File: src/rtl/fifo_pkg.sv
// Shared constants for the 32x6 RAM-backed FIFO controller.
// DEPTH/WIDTH describe the RAM primitive; pointer and count widths derive
// from them. Count width covers 0..DEPTH+1 (RAM words plus output register).
package fifo_pkg;

  localparam int DEPTH           = 32;
  localparam int WIDTH           = 6;
  localparam int PTR_W           = $clog2(DEPTH);
  localparam int CNT_W           = $clog2(DEPTH + 2);
  localparam int AFULL_LVL_DEF   = 28;
  localparam int AEMPTY_LVL_DEF  = 4;

  // Pointer advance; wraps naturally because DEPTH is a power of two.
  function automatic logic [PTR_W-1:0] ptr_inc(input logic [PTR_W-1:0] p);
    return p + PTR_W'(1);
  endfunction

endpackage

File: src/rtl/RAM32X6SDP.sv
// 32x6 simple-dual-port RAM: synchronous write, asynchronous read.
// Ports:
//   WCLK  - write clock
//   WE    - write enable
//   WADDR - write address
//   DI    - write data
//   RADDR - read address
//   DO    - read data (combinational from RADDR)
module RAM32X6SDP
  import fifo_pkg::*;
(
  input  logic             WCLK,
  input  logic             WE,
  input  logic [PTR_W-1:0] WADDR,
  input  logic [WIDTH-1:0] DI,
  input  logic [PTR_W-1:0] RADDR,
  output logic [WIDTH-1:0] DO
);

  logic [WIDTH-1:0] mem [DEPTH];

  always_ff @(posedge WCLK) begin
    if (WE) begin
      mem[WADDR] <= DI;
    end
  end

  assign DO = mem[RADDR];

endmodule

File: src/rtl/ram32x6_fifo_ctrl.sv
// FIFO controller around a 32x6 SDP RAM plus one registered output word,
// giving a total capacity of 33 words.
// Ports:
//   CLK      - single clock (also the RAM write clock)
//   RST_N    - synchronous active-low reset
//   DI       - write data;  DI_VALID / DI_READY handshake
//   DO       - registered head-of-queue data; DO_VALID / DO_READY handshake
//   FLUSH    - synchronous queue clear (DO data is left as is)
//   COUNT    - words held (RAM occupancy + output register)
//   AFULL    - COUNT >= AFULL_LVL
//   AEMPTY   - COUNT <= AEMPTY_LVL
module ram32x6_fifo_ctrl
  import fifo_pkg::*;
#(
  parameter int AFULL_LVL  = AFULL_LVL_DEF,
  parameter int AEMPTY_LVL = AEMPTY_LVL_DEF
) (
  input  logic             CLK,
  input  logic             RST_N,
  input  logic [WIDTH-1:0] DI,
  input  logic             DI_VALID,
  output logic             DI_READY,
  output logic [WIDTH-1:0] DO,
  output logic             DO_VALID,
  input  logic             DO_READY,
  input  logic             FLUSH,
  output logic [CNT_W-1:0] COUNT,
  output logic             AFULL,
  output logic             AEMPTY
);

  logic [PTR_W-1:0] wptr_reg, wptr_next;
  logic [PTR_W-1:0] rptr_reg, rptr_next;
  logic [CNT_W-1:0] rcnt_reg, rcnt_next;
  logic [WIDTH-1:0] do_reg, do_next;
  logic             do_valid_reg, do_valid_next;
  logic [WIDTH-1:0] ram_rdata;
  logic             wr_en;
  logic             ld_en;
  logic             ram_we;

  // Ready depends only on registered occupancy (and reset), never on the
  // consumer side, so a load at RCNT=32 only frees a slot for the next cycle.
  assign DI_READY = RST_N && (rcnt_reg != CNT_W'(DEPTH));
  assign wr_en    = DI_VALID && DI_READY;
  assign ld_en    = (rcnt_reg != '0) && (!do_valid_reg || DO_READY);
  // A flushed write must not land in the RAM either; it is simply dropped.
  assign ram_we   = wr_en && !FLUSH;

  RAM32X6SDP u_ram (
    .WCLK  (CLK),
    .WE    (ram_we),
    .WADDR (wptr_reg),
    .DI    (DI),
    .RADDR (rptr_reg),
    .DO    (ram_rdata)
  );

  always_comb begin
    wptr_next     = wptr_reg;
    rptr_next     = rptr_reg;
    rcnt_next     = rcnt_reg;
    do_next       = do_reg;
    do_valid_next = do_valid_reg;
    if (FLUSH) begin
      wptr_next     = '0;
      rptr_next     = '0;
      rcnt_next     = '0;
      do_valid_next = 1'b0;
    end else begin
      if (wr_en) begin
        wptr_next = ptr_inc(wptr_reg);
      end
      if (ld_en) begin
        do_next       = ram_rdata;
        do_valid_next = 1'b1;
        rptr_next     = ptr_inc(rptr_reg);
      end else if (do_valid_reg && DO_READY) begin
        do_valid_next = 1'b0;
      end
      case ({wr_en, ld_en})
        2'b10:   rcnt_next = rcnt_reg + CNT_W'(1);
        2'b01:   rcnt_next = rcnt_reg - CNT_W'(1);
        default: rcnt_next = rcnt_reg;
      endcase
    end
  end

  always_ff @(posedge CLK) begin
    if (!RST_N) begin
      wptr_reg     <= '0;
      rptr_reg     <= '0;
      rcnt_reg     <= '0;
      do_reg       <= '0;
      do_valid_reg <= 1'b0;
    end else begin
      wptr_reg     <= wptr_next;
      rptr_reg     <= rptr_next;
      rcnt_reg     <= rcnt_next;
      do_reg       <= do_next;
      do_valid_reg <= do_valid_next;
    end
  end

  assign DO       = do_reg;
  assign DO_VALID = do_valid_reg;
  assign COUNT    = rcnt_reg + CNT_W'(do_valid_reg);
  assign AFULL    = (COUNT >= CNT_W'(AFULL_LVL));
  assign AEMPTY   = (COUNT <= CNT_W'(AEMPTY_LVL));

endmodule

File: config.mk
export PLATFORM = sky130hd
export DESIGN_NAME = ram32x6_fifo_ctrl
export DESIGN_NICKNAME = d
export VERILOG_FILES = /design/src/rtl/fifo_pkg.sv /design/src/rtl/RAM32X6SDP.sv /design/src/rtl/ram32x6_fifo_ctrl.sv
export SDC_FILE = /design/constraint.sdc
export NUM_CORES = 1
export LEC_CHECK = 0
export ABC_CLOCK_PERIOD_IN_PS = 5000
export BUFFER_PORTS_ARGS = -buffer_cell sky130_fd_sc_hd__buf_2
export CAP_MARGIN = 20
export CORE_ASPECT_RATIO = 0.75
export CORE_UTILIZATION = 63
export DETAILED_ROUTE_END_ITERATION = 10
export PLACE_DENSITY = 0.81
export SYNTH_ARGS = -nofsm -noshare
export SYNTH_HDL_FRONTEND = slang
export SYNTH_SLANG_ARGS = --single-unit
File: constraint.sdc
create_clock -name CLK -period 5 [get_ports CLK]
set_input_delay 0.25 -clock CLK [delete_from_list [all_inputs] [get_ports CLK]]
set_output_delay 0.25 -clock CLK [all_outputs]
set_load 0.03 [all_outputs]
-- Word-level counts from Yosys, hierarchy flattened
Memory sizes are Yosys's and may differ from the RTL's. A register that Yosys moved wholly into a read port is not among the register bits.
Index checks and enable logic that the tools add are counted.
- bits in registers: 17
- bits in writable memories: 192
- output and inout bits: 16
- logic and storage cells: 36
- memories: 1
- memory list (name ; depth ; width ; read ports ; clocked after Yosys merged registers in ; write ports ; RTL line ; RTL):
    u_ram.mem ; 32 ; 6 ; 1 ; 1 ; 1 ; RAM32X6SDP.sv:20 ; logic [WIDTH-1:0] mem [DEPTH];
- add/sub/neg operators: 5
- magnitude comparators: 2
- eq/ne operators: 3
- muxes and demuxes: 5
- bitwise gates (word level): 2
- reductions and logical operators: 14
- operators with widths (operator ; number):
    $pmux W6 S2 ; 1
    $add A5 B1 Y5 const B ; 2
    $add A6 B1 Y6 ; 1
    $add A6 B1 Y6 const B ; 1
    $ge A6 B5 Y1 const B ; 1
    $le A6 B3 Y1 const B ; 1
    $ne A6 B6 Y1 const B ; 1
    $reduce_bool A6 Y1 ; 1
    $sub A6 B1 Y6 const B ; 1
    $logic_and A1 B1 Y1 ; 5
    $mux W1 ; 4
    $reduce_bool A2 Y1 ; 2
    $logic_not A1 Y1 ; 3
    $eq A2 B1 Y1 const B ; 1
    $eq A2 B2 Y1 const B ; 1
    $not A1 Y1 ; 2
    $reduce_and A2 Y1 ; 1
    $reduce_or A2 Y1 ; 1
    $logic_or A1 B1 Y1 ; 1

-- Longest topological paths before layout
Gate-level depths: netlist of run 1.
- depth after elaboration: 6
- gate-level depth with buffers: 11
- mapped depth without buffers: 11

-- By module
Synthesis of run 1 repeated with hierarchy kept, for this count alone.
- cell total of the unflattened synthesis: 471
- area total of the unflattened synthesis: 8852.2 µm²
- modules (own cells, without submodules) (module ; times used ; cells each ; area each (µm²)):
    RAM32X6SDP ; 1 ; 317 ; 7469.7
    ram32x6_fifo_ctrl ; 1 ; 154 ; 1382.6

-- Worst setup path after synthesis of run 1
Ideal clock, no wire load.
- path kind: reg-to-reg
- start: register rcnt_reg[1]
- end: register rcnt_reg[4]
- library setup time: 71 ps
- arrival: 2874 ps
- data required time: 4929 ps
- setup slack: 2055 ps
- stages on the path, launching flop included: 12
- buffers on the path: 0
- period minus slack after synthesis: 2945 ps
- path through: dfxtp_1 > or4_1 > o311a_1 > inv_1 > ha_1 > inv_1 > fa_1 > nor2b_1 > o21a_1 > nor3_1 > or3b_2 > a21oi_1
- word-level cells in the longest chain between the ends: 5
- ends and longest elaborated chain (element ; RTL line ; RTL):
    from (decl) ; ram32x6_fifo_ctrl.sv:34 ; logic [CNT_W-1:0] rcnt_reg, rcnt_next;
    from (signal assigned) ; ram32x6_fifo_ctrl.sv:99 ; rcnt_reg <= rcnt_next;
    branches (longest 5 deep; another with $sub A6 B1 Y6) ; - ;
Parallel ways; which one is timed is not known.
A chain may end at the register's enable or synchronous reset.

-- Worst setup path after layout of run 1
Ends and elaborated chain as after synthesis.

==> flow_summary.json, run 1 <==
{
  "status": "complete, no violations",
  "yosys_warnings": 0,
  "drc_errors": 0,
  "cts-root-buf": "clkbuf_16",
  "port_buffers": 26,
  "cts_tree": "built",
  "synth_cells": 546,
  "numCtsBuffers": 20,
  "slew_headroom": 0.4699,
  "cap_violations": 0,
  "final_common_cell": "edfxtp_1",
  "die_w_um": 139.1,
  "antenna_found_initial": 0,
  "drtIter0Drc": 565,
  "setup_tns_ps": 0,
  "fin_skew_ps": 10.98,
  "cts.clk_slew.worst_paths_ps": 60,
  "grt_pass1_wl_um": 27570,
  "die_height_um": 104.8,
  "hold_class": "primary input to flip-flop",
  "ant_nets": 0,
  "multi_input_comb_area_sq_mm": 0.002460,
  "grt_overflow": 0,
  "h-tree-depth": 1,
  "critPathArrivalTime_ps": 3740,
  "startpoint_type": "flip-flop",
  "postCtsSetupRepairBufs": 0,
  "r2r_start": "rcnt_reg[1]",
  "r2r_slack_ps": 1670,
  "final_nets": 594,
  "max-vdd-ir-drop_v": 0.0002986,
  "drv_slew": 0,
  "syn2layout_area_growth_pct": 9.318,
  "synth_cell_types": 54,
  "synth_edf_count": 192,
  "drive_above_1_share": 0.1375,
  "synth_top_flop_cell": "edfxtp_1",
  "rows": 37,
  "hold_viol_final": 0,
  "wl_per_cell_um": 23.70,
  "holdCritStartpoint": "DO_READY",
  "holdBufCountCts": 0,
  "dp_hpwl_um": 11420,
  "end_kind": "flip-flop",
  "rsz0062_at_grt": "false",
  "fin_util": 0.7057,
  "cts_resized": 0,
  "min_path_cells": 3,
  "dieArea_sq_mm": 0.01457,
  "layout_common_cells": "192 x edfxtp_1, 60 x mux2i_1, 56 x nor2_1",
  "worstPathCellList": "or4_1, o311a_1, inv_1, ha_1, inv_1, fa_1, nor2b_1, o21a_1, nor3_1, or3b_2, a21oi_1",
  "synth_nets": 570,
  "clk_path_buf_depth": 3,
  "first_pass_iters": 5,
  "synth-seq-cells": 215,
  "worstPathRequired_ps": 5410,
  "max_stage_delay_ps": 580,
  "grt_pass1_vias": 4914,
  "rr_worst_depth": 11,
  "avgSynthCellArea_sq_um": 16.26,
  "yosysSeqAreaShare": 0.7014,
  "clk_latency_ps": 490,
  "ioPinCount": 27,
  "initial_core_util": 0.6456,
  "largest_register_ffs": 192,
  "holdPathEnd": "DO_VALID",
  "synth_area_sq_mm": 0.008876,
  "worst-slew-pin-transition_ps": 795.1,
  "cts_sinks": 215,
  "fillers": 863,
  "fin_crit_sh": 0.6654,
  "vias": 4934,
  "period_needed_ps": 3327,
  "viasPerCell": 6.518,
  "cpMostUsedCell": "inv_1",
  "fmax_ghz": 0.3006,
  "core_sq_mm": 0.01375,
  "path_class": "flip-flop to flip-flop",
  "routed_wl_um": 17940,
  "p_per_area_mw_per_mm2": 460.3,
  "grt_max_degree": 33,
  "async_flop_share": 0,
  "r2r_end": "rcnt_reg[4]",
  "gp_congestion": 0.8869,
  "critPathMaxFanout": 7,
  "finalSetupViolations": 0,
  "cellLeakagePower_nw": 3.059,
  "regArea_sq_mm": 0.006228,
  "cp_slowest_cell": "or4_1",
  "diodes": 0,
  "grtUsageTotal": 0.2560
}
==> power breakdown <==
group          switching, W  total (W)  leakage [nW]  internal [W]
Combinational      0.000552   0.000933         0.846      0.000381
Clock              0.000613    0.00144         0.300      0.000832
Sequential        0.0000894    0.00209          1.91       0.00200
==> layer usage <==
metal  vias up  share of wire  GRT usage
met5         -              0          0
met2       239           0.46     0.3889
li1       2182              -          -
met1      2476           0.42     0.3759
met4         0          0.023    0.08095
met3        37          0.090    0.05362
==> logic make-up after synthesis <==
group,share of synthesized area
flip-flops,0.7014
AND/OR/NAND/NOR,0.06386
multiplexers,0.1188
AO/OA/AOI/OAI,0.06146
buffers and inverters,0.02143
XOR/XNOR,0.01381
adder cells (fa/ha/maj),0.01917
==> worst max path at each step <==
stage | start | endpoint | slack (ps) | cells after the start
global placement | rcnt_reg[2] | rcnt_reg[4] | 1890 | 11
finish | rcnt_reg[1] | rcnt_reg[4] | 1670 | 11
floorplan | rcnt_reg[1] | rcnt_reg[4] | 2050 | 11
global route | rcnt_reg[1] | rcnt_reg[4] | 1470 | 11
detailed placement | rcnt_reg[1] | rcnt_reg[4] | 1740 | 11
CTS | rcnt_reg[2] | rcnt_reg[4] | 1710 | 11
==> layout make-up <==
cell class / count / share of cell area
Multi-Input combinational cell: 296 / 0.2535
Timing Repair Buffer: 29 / 0.01573
Clock inverter: 6 / 0.005287
Inverter: 8 / 0.003095
Clock buffer: 28 / 0.05790
Sequential cell: 215 / 0.6419
Tap cell: 175 / 0.02257
==> synth_stat cells, types with 8 or more instances <==
master,instances,share of area
edfxtp_1,192,0.65
mux2i_1,60,0.068
nor2_1,56,0.024
dfxtp_1,23,0.052
nand2_1,23,0.0097
o22ai_1,13,0.0092
ha_1,12,0.017
clkbuf_1,11,0.0047
mux4_2,11,0.028
o21ai_0,10,0.0056
xor2_1,10,0.0099
inv_1,8,0.0034
==> metrics by stage <==
stage	setup slack [ps]	hold slack, ps	instance area, sq um	std cells	total power (W)
floorplan	2055	348.9	8876	546	0.002881
global placement	1892	463.0	9090	723	0.003013
detailed placement	1738	461.2	9090	723	0.003049
CTS	1712	88.03	9703	757	0.004482
global route	1471	102.2	9703	757	0.004626
finish	1673	97.73	9703	757	0.004466
==> critical path, delay by kind of cell (launching register included) <==
kind	cells	cell delay, ps
buf+inv	2	210
fa+ha+maj	2	730
compound gates	3	720
flops	1	350
simple gates	4	1230
Power figures use the tool's default switching activity.
==> run 2: changes to the inputs <==
--- a/config.mk
+++ b/config.mk
@@ -5,13 +5,13 @@
 export SDC_FILE = /design/constraint.sdc
 export NUM_CORES = 1
 export LEC_CHECK = 0
-export ABC_CLOCK_PERIOD_IN_PS = 5000
+export ABC_CLOCK_PERIOD_IN_PS = 2680
 export BUFFER_PORTS_ARGS = -buffer_cell sky130_fd_sc_hd__buf_2
 export CAP_MARGIN = 20
 export CORE_ASPECT_RATIO = 0.75
-export CORE_UTILIZATION = 63
+export CORE_UTILIZATION = 56
 export DETAILED_ROUTE_END_ITERATION = 10
-export PLACE_DENSITY = 0.81
+export PLACE_DENSITY = 0.76
 export SYNTH_ARGS = -nofsm -noshare
 export SYNTH_HDL_FRONTEND = slang
 export SYNTH_SLANG_ARGS = --single-unit
==> constraint.sdc (replaced) <==
create_clock -name CLK -period 2.68 [get_ports CLK]
set_input_delay 0.134 -clock CLK [delete_from_list [all_inputs] [get_ports CLK]]
set_output_delay 0.134 -clock CLK [all_outputs]
set_load 0.03 [all_outputs]
==> run 2 against run 1 <==
  * The flow now finishes with violations (setup timing)
  * Maximum frequency grew 14%
  * Critical path depth increased by 1
  * Hold slack gained 28 ps
  * Design area grew 7.3%
==> flow_summary.json, run 2 (synthesis results as in run 1) <==
{
  "hold_viol_final": 0,
  "worstPathCellList": "or4_4, o311a_4, inv_2, ha_4, buf_4, inv_4, fa_2, nor2b_2, o21a_1, nor3_1, or3b_4, a21oi_2",
  "end_kind": "flip-flop",
  "cellLeakagePower_nw": 3.433,
  "final_common_cell": "edfxtp_1",
  "layout_common_cells": "192 x edfxtp_1, 60 x mux2i_1, 59 x buf_4",
  "fin_skew_ps": 21.99,
  "crit_buf_inv": 3,
  "violations": "setup timing",
  "grt_pass1_wl_um": 29340,
  "numCtsBuffers": 21,
  "pre_cts_ws_ps": -213.1,
  "viasPerCell": 6.054,
  "grt_max_degree": 33,
  "p_per_area_mw_per_mm2": 900.2,
  "cts-root-buf": "clkbuf_16",
  "period_needed_ps": 2923,
  "cts_tree": "built",
  "cp_slowest_cell": "or4_4",
  "gp_congestion": 0.8843,
  "slew_headroom": 0.5273,
  "drive_above_1_share": 0.2477,
  "critPathArrivalTime_ps": 3340,
  "dp_hpwl_um": 12390,
  "drv_slew": 0,
  "clk_path_buf_depth": 3,
  "hold_class": "primary input to flip-flop",
  "cts_sinks": 215,
  "syn2layout_area_growth_pct": 17.32,
  "die_w_um": 147.4,
  "routed_wl_um": 19500,
  "setup_tns_ps": -570.8,
  "final_nets": 653,
  "finalSetupViolations": 3,
  "worst-slew-pin-transition_ps": 709.1,
  "cts.clk_slew.worst_paths_ps": 70,
  "clk_latency_ps": 490,
  "core_sq_mm": 0.01537,
  "largest_register_ffs": 192,
  "drc_errors": 0,
  "path_class": "flip-flop to flip-flop",
  "worstPathRequired_ps": 3090,
  "fmax_ghz": 0.3421,
  "status": "finished, violations left",
  "dp_cells": 804,
  "max-vdd-ir-drop_v": 0.0006621,
  "fin_crit_sh": 1.091,
  "h-tree-depth": 1,
  "port_buffers": 26,
  "fillers": 998,
  "rows": 39,
  "vias": 5128,
  "diodes": 0,
  "drtIter0Drc": 434,
  "total_power_w": 0.009374,
  "max_stage_delay_ps": 570,
  "grt_pass1_vias": 5082,
  "antenna_found_initial": 0,
  "first_pass_iters": 5,
  "die_height_um": 111.0,
  "grt_overflow": 0,
  "ant_nets": 0,
  "initial_core_util": 0.5775,
  "grtUsageTotal": 0.2426,
  "instances_no_fill": 847,
  "dieArea_sq_mm": 0.01636,
  "ioPinCount": 27,
  "crit_family": "simple AND/OR/NAND/NOR gates",
  "cap_violations": 0,
  "critPathMaxFanout": 5,
  "wl_per_cell_um": 23.02,
  "setup_slack_ps": -243.3,
  "startpoint_type": "flip-flop",
  "rsz0062_at_grt": "true"
}
[run 2: routing by layer]
metal / track usage / share of wire
met3: 0.04897 / 0.085
met1: 0.3491 / 0.42
met4: 0.07285 / 0.024
met5: 0 / 0
met2: 0.3767 / 0.47
[run 2: worst paths after layout]
kind / start / to / slack [ps] / depth (start not counted)
max reg2reg: rcnt_reg[2] / rcnt_reg[4] / -240 / 12
min: FLUSH / DO[3] / 130 / 5
max: rcnt_reg[2] / rcnt_reg[4] / -240 / 12
min reg2reg: DO[2] / DO[2] / 470 / 2
[run 2: tightest hold or removal path, delay by kind of cell]
family          cells  cell delay, ps
compound gates      2             160
buf+inv             2             200
simple gates        1              80
[run 2: cell type report]
type	count	area [sq um]	share of cell area
Tap cell	205	256.5	0.02463
Clock inverter	8	90.09	0.008651
Timing Repair Buffer	87	594.3	0.05707
Clock buffer	28	646.9	0.06212
Multi-Input combinational cell	296	2564	0.2462
Sequential cell	215	6230	0.5982
Inverter	8	32.53	0.003124
[run 2: repair_timing]
action / in CTS / in global routing
buffers inserted: 1 / 5
endpoints found under the hold margin: 1 / 0
pin swaps: 1 / 7
hold buffers: 1 / 0
gates cloned: 0 / 0
resized for setup: 8 / 6
setup endpoints to repair: 2 / 3
[run 2: report_power, final]
group | internal, W | leakage, nW | switching [W] | total [W]
sequential | 0.00373 | 1.91 | 0.000131 | 0.00386
clock | 0.00189 | 0.361 | 0.00120 | 0.00308
combinational | 0.00110 | 1.16 | 0.00133 | 0.00243
total | 0.00671 | 3.43 | 0.00266 | 0.00937
[run 2: stage by stage]
step / hold slack (ps) / area (sq um) / util
global placement: 452.0 / 9567 / 0.6224
floorplan: 232.9 / 8932 / -
global route: 157.5 / 10410 / 0.6775
finish: 125.5 / 10410 / 0.6775
CTS: 116.4 / 10360 / 0.6743
detailed placement: 447.3 / 9567 / 0.6224
==> run 3: changes to the inputs <==
--- a/config.mk
+++ b/config.mk
@@ -8,10 +8,9 @@
 export ABC_CLOCK_PERIOD_IN_PS = 2680
 export BUFFER_PORTS_ARGS = -buffer_cell sky130_fd_sc_hd__buf_2
 export CAP_MARGIN = 20
-export CORE_ASPECT_RATIO = 0.75
-export CORE_UTILIZATION = 56
+export CORE_ASPECT_RATIO = 1.2
+export CORE_UTILIZATION = 30
 export DETAILED_ROUTE_END_ITERATION = 10
-export PLACE_DENSITY = 0.76
 export SYNTH_ARGS = -nofsm -noshare
 export SYNTH_HDL_FRONTEND = slang
 export SYNTH_SLANG_ARGS = --single-unit
==> run 3 against run 2 <==
  * The flow still finishes with violations (setup timing)
  * First-iteration DRC count down 39%
  * Maximum frequency rose by 1.8%
  * Clock power is 6% lower
  * Via count down 3.7%
  * Total power decreased by 3.4%
  * Global-route usage shrank 11 points
  * Hold slack better by 22 ps
  * Critical path depth is 2 lower
==> flow_summary.json, run 3 (synthesis results as in run 1) <==
{
  "endpoint": "rcnt_reg[5]",
  "rsz0062_at_grt": "true",
  "core_sq_mm": 0.02893,
  "cts_sinks": 215,
  "gp_congestion": 0.7262,
  "clk_path_buf_depth": 3,
  "grt_max_degree": 35,
  "placed_cell_area_sq_mm": 0.009804,
  "fillers": 2754,
  "holdCritStartpoint": "FLUSH",
  "cellLeakagePower_nw": 3.396,
  "fin_crit_sh": 1.072,
  "grtUsageTotal": 0.1283,
  "worstPathRequired_ps": 3130,
  "port_buffers": 26,
  "first_pass_iters": 4,
  "diodes": 0,
  "hold_class": "primary input to flip-flop",
  "grt_pass1_wl_um": 29670,
  "clk_latency_ps": 500,
  "die_w_um": 159.0,
  "cts.clk_slew.worst_paths_ps": 60,
  "slew_headroom": 0.5161,
  "fmax_ghz": 0.3481,
  "critPathArrivalTime_ps": 3320,
  "critPathMaxFanout": 6,
  "rows": 68,
  "end_kind": "flip-flop",
  "hold_viol_final": 0,
  "largest_register_ffs": 192,
  "startpoint_type": "flip-flop",
  "total_power_w": 0.009057,
  "rr_worst_depth": 10,
  "cts-root-buf": "clkbuf_16",
  "drc_errors": 0,
  "violations": "setup timing",
  "drtIter0Drc": 266,
  "grt_overflow": 0,
  "ioPinCount": 27,
  "vias": 4936,
  "final_nets": 650,
  "fin_skew_ps": 10.87,
  "antenna_found_initial": 0,
  "cap_violations": 0,
  "setup_slack_ps": -192.9,
  "die_height_um": 190.4,
  "cts_tree": "built",
  "layout_common_cells": "192 x edfxtp_1, 60 x mux2i_1, 56 x nor2_1",
  "viasPerCell": 4.811,
  "drive_above_1_share": 0.2371,
  "wl_per_cell_um": 18.68,
  "setup.worst_path.start": "rcnt_reg[2]",
  "r2r_start": "rcnt_reg[2]",
  "finalSetupViolations": 3,
  "final_common_cell": "edfxtp_1",
  "routed_wl_um": 19170,
  "ant_nets": 0,
  "setup_tns_ps": -321.4,
  "period_needed_ps": 2873,
  "worst-slew-pin-transition_ps": 725.9,
  "final_area_sq_mm": 0.01058,
  "dp_hpwl_um": 12850,
  "syn2layout_area_growth_pct": 19.16,
  "status": "finished, violations left",
  "drv_slew": 0,
  "max-vdd-ir-drop_v": 0.0006568,
  "h-tree-depth": 1,
  "grt_pass1_vias": 5220,
  "initial_core_util": 0.3068,
  "path_class": "flip-flop to flip-flop",
  "numCtsBuffers": 22,
  "dieArea_sq_mm": 0.03028,
  "r2r_slack_ps": -190,
  "p_per_area_mw_per_mm2": 856.3,
  "r2r_end": "rcnt_reg[5]",
  "fin_util": 0.3656
}
-- run 3: cell types whose count changed in the layout (fill, tap and decap cells not counted), sizes merged --
cell / change
clkinvlp: -1
clkbuf: +7
buf: -4
bufinv: -1
clkinv: -2
-- run 3: report_power, final --
part	internal (W)	switching, W
Sequential	0.00373	0.0000688
Clock	0.00175	0.00116
Combinational	0.00102	0.00133
Total	0.00650	0.00255
-- run 3: layout make-up --
type | count | area [sq um] | share of cell area
timing repair buffer | 83 | 573.1 | 0.05418
clock inverter | 4 | 43.79 | 0.004141
clock buffer | 35 | 650.6 | 0.06152
tap | 385 | 481.7 | 0.04555
multi-input combinational | 296 | 2565 | 0.2425
sequential | 215 | 6230 | 0.5890
inverter | 8 | 32.53 | 0.003076
-- run 3: per-layer routing --
layer	GRT usage	vias to the layer above	wire [um]
met4	0.04438	0	396
met1	0.1505	2519	7959
met5	0	-	0
met3	0.01718	27	750
li1	-	2297	-
met2	0.2395	93	10060
-- run 3: timing repair --
action | in CTS | in global routing
resized for setup | 8 | 5
cloned | 0 | 0
hold buffers | 1 | 0
pin swaps | 4 | 1
hold endpoints to repair | 1 | 0
setup endpoints to repair | 2 | 3
setup buffers | 2 | 0
-- run 3: how the worst min path moves through the flow --
stage,end,slack [ps],cells past startpoint
6_report,DO[1],150,5
3_5_place_dp,DO[3],440,2
4_1_cts,DO[1],140,5
5_1_grt,u_ram.mem[1][4],200,1
2_1_floorplan,u_ram.mem[0][0],230,0
3_3_place_gp,DO[2],440,2
-- run 3: critical path, stage by stage (launching register included) --
cell,delay (ps)
dfxtp_2,320
or4_4,550
o311a_4,330
inv_2,70
ha_4,210
ha_4,230
a21o_1,220
a31oi_4,190
mux2_4,340
a311oi_2,230
a41o_1,130
-- run 3: per-stage QoR --
step | hold slack (ps) | setup slack (ps) | cells
after global placement | 444.6 | -116.4 | 984
after detailed placement | 442.0 | -209.6 | 984
after floorplan | 232.9 | -117.3 | 546
final | 147.8 | -192.9 | 1026
after global routing | 201.3 | -229.8 | 1026
after CTS | 142.3 | -109.0 | 1026
